### src/rtl/block_quantizer.sv
// ---------------------------------------------------------------------------
// block_quantizer
//
// Collects one 8x8 block of signed transform coefficients in raster order,
// quantizes each one as it arrives with a position-dependent rounding right
// shift and saturation, and then drains the stored block to the downstream
// side. Quantization is coarser further from the DC term.
//
// Build option:
//   ZIGZAG_EN  when defined, the block is drained in JPEG zigzag order;
//              otherwise it is drained in raster order.
//
// Parameters:
//   DATA_W     width of the signed input coefficient
//   OUT_W      width of the signed quantized output coefficient
//
// Ports:
//   clk        rising-edge clock
//   rst        synchronous active-high reset
//   in_valid   in_data is presented this cycle
//   in_ready   block accepts in_data this cycle (high while loading)
//   in_data    signed coefficient, raster order (row-major)
//   out_valid  out_data is valid (high while draining)
//   out_ready  downstream accepts out_data this cycle
//   out_data   signed quantized coefficient
//   out_index  raster index (row*8+col) of the coefficient on out_data
//   out_last   marks the 64th output of a block
// ---------------------------------------------------------------------------
module block_quantizer #(
    parameter int DATA_W = 16,
    parameter int OUT_W  = 8
) (
    input  logic                     clk,
    input  logic                     rst,
    input  logic                     in_valid,
    output logic                     in_ready,
    input  logic signed [DATA_W-1:0] in_data,
    output logic                     out_valid,
    input  logic                     out_ready,
    output logic signed [OUT_W-1:0]  out_data,
    output logic [5:0]               out_index,
    output logic                     out_last
);

    typedef enum logic {
        LOAD  = 1'b0,
        DRAIN = 1'b1
    } state_t;

    // Saturation bounds, held at the width of the rounded sum so the
    // comparisons below are plain signed compares.
    localparam logic signed [DATA_W:0] Q_MAX = (DATA_W+1)'((1 << (OUT_W-1)) - 1);
    localparam logic signed [DATA_W:0] Q_MIN = ~Q_MAX;

`ifdef ZIGZAG_EN
    localparam logic [5:0] ZIGZAG [64] = '{
        6'd0,  6'd1,  6'd8,  6'd16, 6'd9,  6'd2,  6'd3,  6'd10,
        6'd17, 6'd24, 6'd32, 6'd25, 6'd18, 6'd11, 6'd4,  6'd5,
        6'd12, 6'd19, 6'd26, 6'd33, 6'd40, 6'd48, 6'd41, 6'd34,
        6'd27, 6'd20, 6'd13, 6'd6,  6'd7,  6'd14, 6'd21, 6'd28,
        6'd35, 6'd42, 6'd49, 6'd56, 6'd57, 6'd50, 6'd43, 6'd36,
        6'd29, 6'd22, 6'd15, 6'd23, 6'd30, 6'd37, 6'd44, 6'd51,
        6'd58, 6'd59, 6'd52, 6'd45, 6'd38, 6'd31, 6'd39, 6'd46,
        6'd53, 6'd60, 6'd61, 6'd54, 6'd47, 6'd55, 6'd62, 6'd63
    };
`endif

    state_t                    state;
    state_t                    state_next;
    logic [5:0]                k;
    logic [5:0]                j;
    logic [5:0]                rd_index;
    logic                      load_fire;
    logic                      drain_fire;
    logic signed [OUT_W-1:0]   buffer [64];

    logic [3:0]                diag;
    logic [3:0]                shift;
    logic signed [DATA_W:0]    rounding;
    logic signed [DATA_W:0]    summed;
    logic signed [DATA_W:0]    shifted;
    logic signed [OUT_W-1:0]   q;

    assign load_fire  = (state == LOAD)  && in_valid;
    assign drain_fire = (state == DRAIN) && out_ready;

    // Quantize the sample arriving at position k. The sum is one bit wider
    // than the input so adding the rounding constant cannot overflow.
    always_comb begin
        diag     = {1'b0, k[5:3]} + {1'b0, k[2:0]};
        shift    = 4'd1 + {1'b0, diag[3:1]};
        rounding = (DATA_W+1)'(1) << (shift - 4'd1);
        summed   = {in_data[DATA_W-1], in_data} + rounding;
        shifted  = summed >>> shift;
        if (shifted > Q_MAX) begin
            q = Q_MAX[OUT_W-1:0];
        end else if (shifted < Q_MIN) begin
            q = Q_MIN[OUT_W-1:0];
        end else begin
            q = shifted[OUT_W-1:0];
        end
    end

    // Next-state and handshake outputs. Transitions use the raw valid/ready
    // inputs; the state already gates which side is allowed to transfer.
    always_comb begin
        state_next = state;
        in_ready   = 1'b0;
        out_valid  = 1'b0;
        case (state)
            LOAD: begin
                in_ready = 1'b1;
                if (in_valid && (k == 6'd63)) begin
                    state_next = DRAIN;
                end
            end
            DRAIN: begin
                out_valid = 1'b1;
                if (out_ready && (j == 6'd63)) begin
                    state_next = LOAD;
                end
            end
            default: state_next = LOAD;
        endcase
    end

    // State and counters. Both counters wrap to zero after the 64th
    // transfer, which is exactly where the next block or drain starts.
    always_ff @(posedge clk) begin
        if (rst) begin
            state <= LOAD;
            k     <= '0;
            j     <= '0;
        end else begin
            state <= state_next;
            if (load_fire) begin
                k <= k + 6'd1;
            end
            if (drain_fire) begin
                j <= j + 6'd1;
            end
        end
    end

    // Coefficient store; a reset simply abandons whatever it holds.
    always_ff @(posedge clk) begin
        if (load_fire) begin
            buffer[k] <= q;
        end
    end

`ifdef ZIGZAG_EN
    assign rd_index = ZIGZAG[j];
`else
    assign rd_index = j;
`endif

    // Outputs read straight from the store, so they stay put while the
    // downstream side stalls and read as zero whenever nothing is draining.
    always_comb begin
        out_data  = '0;
        out_index = '0;
        out_last  = 1'b0;
        if (state == DRAIN) begin
            out_data  = buffer[rd_index];
            out_index = rd_index;
            out_last  = (j == 6'd63);
        end
    end

endmodule
### config.mk
export PLATFORM = sky130hd
export DESIGN_NAME = block_quantizer
export DESIGN_NICKNAME = d
export VERILOG_FILES = /design/src/rtl/block_quantizer.sv
export SDC_FILE = /design/constraint.sdc
export NUM_CORES = 1
export LEC_CHECK = 0
export CAP_MARGIN = 30
export CORE_MARGIN = 8
export CORE_UTILIZATION = 30
export DETAILED_ROUTE_END_ITERATION = 12
export PLACE_DENSITY = 0.45
export SKIP_LAST_GASP = 1
export SLEW_MARGIN = 20
export SYNTH_ARGS = -nofsm -noshare
export SYNTH_HDL_FRONTEND = slang
export SYNTH_SLANG_ARGS = --single-unit
### constraint.sdc
create_clock -name clk -period 12.9 [get_ports clk]
set_clock_uncertainty 0.2 [all_clocks]
set_input_delay 1.935 -clock clk [delete_from_list [all_inputs] [get_ports clk]]
set_output_delay 1.935 -clock clk [all_outputs]
set_load 0.05 [all_outputs]
==> results of run 1 <==
==> metal layers <==
layer  track usage [%]  vias up
li1                  -     5148
met1             18.66     6187
met2             21.68      311
met3             2.482       68
met4             3.195        2
met5                 0        -
==> Yosys cell counts, types with 3 or more instances <==
cell type,number,area [um2]
edfxtp_1,512,15370
o211ai_1,5,37.54
a21o_1,5,37.54
ha_1,25,312.8
and3_1,9,56.30
nand2b_1,4,25.02
a31o_2,4,35.03
nand3_1,8,40.04
a22o_1,3,26.28
or3_1,3,18.77
nor2_1,105,394.1
clkbuf_1,37,138.9
mux4_2,169,3806
inv_1,7,26.28
nor2b_1,5,31.28
o31ai_1,3,22.52
xnor2_1,13,113.9
a211o_1,4,35.03
a21oi_2,3,26.28
dfxtp_1,19,380.4
nand2_1,58,217.7
and2_1,30,187.7
nor3_1,11,55.05
xor2_1,10,87.58
a21oi_1,34,170.2
buf_1,22,82.58
mux2i_1,14,140.1
a211oi_1,6,45.04
o21ai_0,12,60.06
nand4_1,10,62.56
==> cells by family (layout without fill, tap and decap cells) <==
kind of cell               Yosys count  count (layout)  synth area share, %
xor gates and xnor gates            24              24                1.012
DFF                                531             531                69.64
muxes                              185             185                17.54
and+or+nand+nor                    252             252                5.127
AOI/OAI and AO/OA                  118             118                3.966
adders and majority gates           27              27                1.560
buffers and inverters               69             214                1.150
==> final timing paths <==
kind / start / to
worst min-delay path: j[1]$_SDFFE_PP0P_ / register
worst max register to register: k[3]$_SDFFE_PP0P_ / buffer[61][2]$_DFFE_PP_
worst max-delay path: k[3]$_SDFFE_PP0P_ / buffer[61][2]$_DFFE_PP_
worst min register to register: j[1]$_SDFFE_PP0P_ / register
==> registers in the layout, indices dropped and copies added (netlist names), named ones only <==
register	flops
k	6
state	1
buffer	512
j	6
==> metrics by stage <==
step	hold WS [ps]	instance area (um2)	setup slack, ps
floorplan	282.1	22620	5129
global placement	351.8	24270	4877
finish	357.1	26600	4626
CTS	366.9	26550	4631
global route	418.3	26600	4024
detailed placement	351.2	24630	4647
==> area by class of cell <==
type,count,area [um2]
multi-input cells,606,6733
clock buffers,70,1518
well taps,969,1212
repair buffers,99,937.1
inverters,9,33.78
fillers,7002,47970
clock inverters,36,405.4
flip-flops and latches,531,15770
==> critical path, delay by kind of cell (launching register included) <==
| family | cells | cell delay, ps |
|---|---|---|
| adders and majority gates | 4 | 1650 |
| and+or+nand+nor | 7 | 1340 |
| buffers and inverters | 5 | 1710 |
| DFF | 1 | 580 |
| AOI/OAI and AO/OA | 8 | 2480 |
==> cells in the final DEF, fill, tap and decap left out, types with 5 or more instances in the layout <==
| master | count |
|---|---|
| buf_4 | 42 |
| a21oi_4 | 5 |
| clkinv_1 | 10 |
| edfxtp_1 | 512 |
| xnor2_1 | 13 |
| nor2_2 | 10 |
| bufinv_16 | 9 |
| nor2_1 | 95 |
| o21ai_0 | 12 |
| clkdlybuf4s50_1 | 36 |
| and2_1 | 30 |
| clkbuf_1 | 11 |
| a21o_1 | 5 |
| xor2_1 | 10 |
| ha_1 | 25 |
| buf_6 | 19 |
| clkbuf_16 | 59 |
| mux4_2 | 169 |
| clkinv_2 | 14 |
| nand2_1 | 58 |
| nand4_1 | 10 |
| a21oi_1 | 29 |
| a211oi_1 | 6 |
| o211ai_1 | 5 |
| nor3_1 | 8 |
| nand3_1 | 8 |
| dfxtp_1 | 15 |
| inv_1 | 7 |
| nor2b_1 | 5 |
| mux2i_1 | 14 |
| and3_1 | 9 |
==> report_power, final <==
part / switching, uW / total, uW / internal (uW)
Sequential: 3.10 / 1930 / 1930
Clock: 659 / 1670 / 1010
Combinational: 130 / 188 / 58.0
Total: 792 / 3790 / 3000
==> results.yml, run 1 <==
route:
  wl_met1_um: 26420
  postRouteAntennaNets: 0
  wl_met2_um: 27320
  drt_pass1_iterations: 5
  wl_met3_um: 2853
  finalWirelength_um: 57700
  wl_per_cell_um: 24.87
  drtIter0Drc: 1023
  routed_via_density: 5.050
  drc_errors: 0
  top_layer: "met5"
  vias: 11720
cts:
  cts_resized: 0
  clockBufferDepth: 3
  htreeDepth: 2
  ctsHoldBuffers: 0
  cts-buffers-inserted: 57
  cts_tree: "done"
  clockRootBuffer: "clkbuf_16"
  cts_setup_buffers: 0
  path_clk_slew_ps: 50
  clock_latency_ps: 600
  cts_sinks: 531
power:
  ir_worst_vdd_uv: 97.56
  p_leak_uw: 0.008264
  p_per_area_nw_per_um2: 142.4
  finalPower_uw: 3788
timing:
  fmax_ghz: 0.1209
  worstMarginPinSlew_ps: 921.1
  fin_crit_ps: 8274
  slew_viol_final: 0
  slew_headroom_pct: 38.59
  timing.final.crit_share_pct: 64.14
  final_hold_viol_count: 0
  tns_ps: 0
  rsz0062_at_grt: "no"
  setup_viol: 0
global_routing:
  grt_antenna_before_repair: 3
  grt_pass1_vias: 12090
  grt_pass1_wl_um: 84550
  grt_max_degree: 108
  grt_usage_pct: 13.42
  overflow: 0
layout:
  area_delta_synth_final_pct: 17.60
  final_util_pct: 35.68
  layout-drive-gt1-share_pct: 27.46
  n_antenna_cell: 0
  fin_nets: 1351
  finalNonFillerCells: 2320
min_path:
  holdPathStages: 2
  hold_class: "register to register"
setup_path:
  reg2reg_depth: 24
  cp_common_cell: "buf_4"
  timing_worst_setup_path_type: "register to register"
  cp_max_fo: 70
  r2r_setup_slack_ps: 4630
  cpPeakStageDelay_ps: 760
  path_cells: "and2_1 -> fa_1 -> buf_4 -> ha_1 -> clkinv_1 -> nand2_1 -> nor2_1 -> nor2_1 -> and2_1 -> ha_1 -> fa_1 -> a211oi_2 -> o211ai_4 -> nand4_1 -> a21oi_1 -> inv_2 -> buf_4 -> a21oi_1 -> o21ai_0 -> o221ai_1 -> nand3_1 -> o21ai_2 -> a21oi_4 -> buf_4"
  required_ps: 13000
  setup.worst_path.start_class: "register"
  crit_arrival_ps: 8370
  critPathSlowestCell: "ha_1"
  crit_path_end_kind: "register"
logic_synthesis:
  dominantRegCellSynth: "edfxtp_1"
  syn_avg_cell_area_um2: 18.76
  yosys_register_bits: 531
  async_flop_share_pct: 0
  synth-edff-count: 512
  netlist_instances: 1206
  yosysWarnings: 0
  syn_nets: 1253
  synthesis.area_um2: 22620
  seq_area_frac_synth_pct: 69.64
  synth_cell_types: 75
run_status:
  status: "completed"
place:
  gp_congestion: 0.7660
  dp_cells: 2210
  hpwl_um: 36850
  port-buffer-count: 36
floorplan:
  die_w_um: 290.6
  die_h_um: 290.6
  die_area_um2: 84450
  ios: 37
  rows: 100
  initial_core_util_pct: 30.34
  core-area_um2: 74570
run:
  maxCapViolations: 0
No activity file was read; power rests on OpenSTA's default activity.
==> run 2: changes to the inputs <==
- PLACE_DENSITY: 0.45 -> 0.47
- clock period: 12.9 -> 7.2 ns (I/O delays scaled with it)
==> run 2 against run 1 <==
  * Non-clock buffer count rose by 15
  * Final cell count increased by 0.60%
  * Sequential share of layout area down 0.10 points
  * Clock power rose by 76%
  * Power is 79% higher
  * Critical path depth is 1 lower
  * Global-route usage grew 0.21 points
  * Sequential cell count is the same
  * Die area is the same
  * First-iteration DRC count is 13% lower
  * Via count increased by 2.1%
  * Utilization increased by 0.060 points
==> results.yml, run 2 (synthesis gave the netlist of run 1 again) <==
layout:
  finalNonFillerCells: 2334
  design_area_um2: 26650
  largest_reg_flops: 512
  final_common_cell: "edfxtp_1"
  top_regs: "buffer: 512 flops, j: 6 flops, k: 6 flops"
  final_util_pct: 35.74
  area_delta_synth_final_pct: 17.80
  regArea_um2: 15760
  num-fill-cells: 6945
  multi_input_area_um2: 6740
  fin_nets: 1368
  layout-drive-gt1-share_pct: 27.47
  most-common-layout-cells: "edfxtp_1, mux4_2, nor2_1"
  largest-register: "buffer"
  n_antenna_cell: 0
route:
  drt_pass1_iterations: 7
  wl_met2_um: 27850
  wl_met1_um: 27220
  drtIter0Drc: 895
  routed_via_density: 5.124
  finalWirelength_um: 59150
  wl_met3_um: 2880
  drc_errors: 0
  vias: 11960
  wl_per_cell_um: 25.34
  postRouteAntennaNets: 0
  top_layer: "met5"
place:
  dp_cells: 2220
  hpwl_um: 37940
  gp_congestion: 0.8007
  place_area_um2: 24670
  port-buffer-count: 36
cts:
  ctsHoldBuffers: 0
  htreeDepth: 2
  clock_latency_ps: 610
  cts-buffers-inserted: 57
  clockBufferDepth: 3
  clockRootBuffer: "clkbuf_16"
  cts_tree: "done"
  cts_sinks: 531
  path_clk_slew_ps: 60
setup_path:
  critPathSlowestCell: "o21ai_2"
  r2r_setup_slack_ps: 530
  timing_worst_setup_path_type: "register to register"
  reg2reg_depth: 23
  rr_startpoint: "k[0]$_SDFFE_PP0P_"
  crit_path_end_kind: "register"
  crit_arrival_ps: 6750
  required_ps: 7290
  r2r_end: "buffer[4][2]$_DFFE_PP_"
  cp_max_fo: 36
  path_cells: "and2_1 -> fa_1 -> xor2_1 -> ha_1 -> clkinv_1 -> nand2_1 -> nor2_1 -> nor2_1 -> and2_1 -> ha_1 -> fa_1 -> a211oi_2 -> o211ai_4 -> a2111oi_1 -> nor3_1 -> mux2i_1 -> a21oi_1 -> a22oi_1 -> a41oi_2 -> o21ai_2 -> buf_4 -> a21oi_4 -> buf_4"
  cpPeakStageDelay_ps: 510
  setup.worst_path.start_class: "register"
timing:
  slew_viol_final: 0
  fin_crit_ps: 6667
  slew_headroom_pct: 34.01
  worstMarginPinSlew_ps: 986.2
  final_hold_viol_count: 0
  rsz0062_at_grt: "no"
  timing.final.crit_share_pct: 92.60
  tns_ps: 0
  fmax_ghz: 0.1500
  setup_viol: 0
global_routing:
  overflow: 0
  grt_antenna_before_repair: 7
  grt_pass1_vias: 12130
  grt_max_degree: 65
  grt_usage_pct: 13.63
  grt_pass1_wl_um: 86080
power:
  ir_worst_vdd_uv: 187.1
  p_int_uw: 5323
  comb_power_share_pct: 5.6
  finalPower_uw: 6765
  p_seq_share_pct: 51.0
  power_switching_uw: 1442
  p_leak_uw: 0.008313
  switching_share_pct: 21.31
  p_per_area_nw_per_um2: 253.8
  power_frac_clock_pct: 43.4
floorplan:
  rows: 100
  die_w_um: 290.6
  die_h_um: 290.6
  initial_core_util_pct: 30.34
  core-area_um2: 74570
  ios: 37
  die_area_um2: 84450
min_path:
  worstHoldStart: "j[1]$_SDFFE_PP0P_"
  hold_class: "register to register"
  holdPathStages: 2
run:
  maxCapViolations: 0
run_status:
  status: "completed"
[run 2: changes by cell type in the layout (fill, tap and decap cells not counted), moves of 3 or more]
cell      before  now
nor2_2        10    5
buf_12         1    7
clkbuf_1      11   17
buf_6         19    2
clkbuf_8       0    3
buf_4         42   69
clkinv_2      14    8
nor2_1        95  100
[run 2: how the worst max path moves through the flow]
stage	startpoint	endpoint	depth (start not counted)
CTS	k[0]$_SDFFE_PP0P_	buffer[20][5]$_DFFE_PP_	20
finish	k[0]$_SDFFE_PP0P_	buffer[4][2]$_DFFE_PP_	23
global placement	k[0]$_SDFFE_PP0P_	buffer[16][5]$_DFFE_PP_	20
detailed placement	k[0]$_SDFFE_PP0P_	buffer[19][5]$_DFFE_PP_	20
global route	k[0]$_SDFFE_PP0P_	buffer[31][2]$_DFFE_PP_	21
floorplan	k[3]$_SDFFE_PP0P_	buffer[0][6]$_DFFE_PP_	23
[run 2: cell type report]
cell class | count | area share, %
tap | 969 | 4.550
clock inverter | 25 | 1.132
inverter | 9 | 0.1268
timing repair buffer | 114 | 3.906
multi-input combinational | 608 | 25.29
sequential | 531 | 59.15
clock buffer | 78 | 5.841
[run 2: timing repair]
action | CTS | global route
setup buffers | 0 | 6
resized for setup | 0 | 4
endpoints found under the setup margin | 0 | 362
[run 2: worst max-delay path: cells and delay by family, from the launching register on]
family | cells | cell delay, ps
fa+ha+maj | 4 | 1460
flops | 1 | 360
xor+xnor | 1 | 390
buf+inv | 3 | 650
mux | 1 | 290
simple gates | 6 | 770
compound gates | 8 | 2160
[run 2: power groups by stage]
stage	sequential (uW)	combinational, uW	clock (uW)
final	3450	376	2940
after global routing	3450	405	3120
after floorplan	3530	203	0
after detailed placement	3520	363	0
after CTS	3450	364	3000
after global placement	3520	356	0
[run 2: layer usage]
layer  GRT usage [%]  up-vias
met3           2.161       75
met5               0        -
met4           3.353        2
met2           21.94      311
li1                -     5178
met1           19.21     6393
[run 2: metrics by stage]
stage                     hold WS, ps  setup WS, ps
after floorplan                 282.1        -571.0
after detailed placement        346.7         260.7
after global routing            383.8         48.72
after CTS                       359.8         205.0
final                           357.3         533.0
after global placement          333.4         373.7
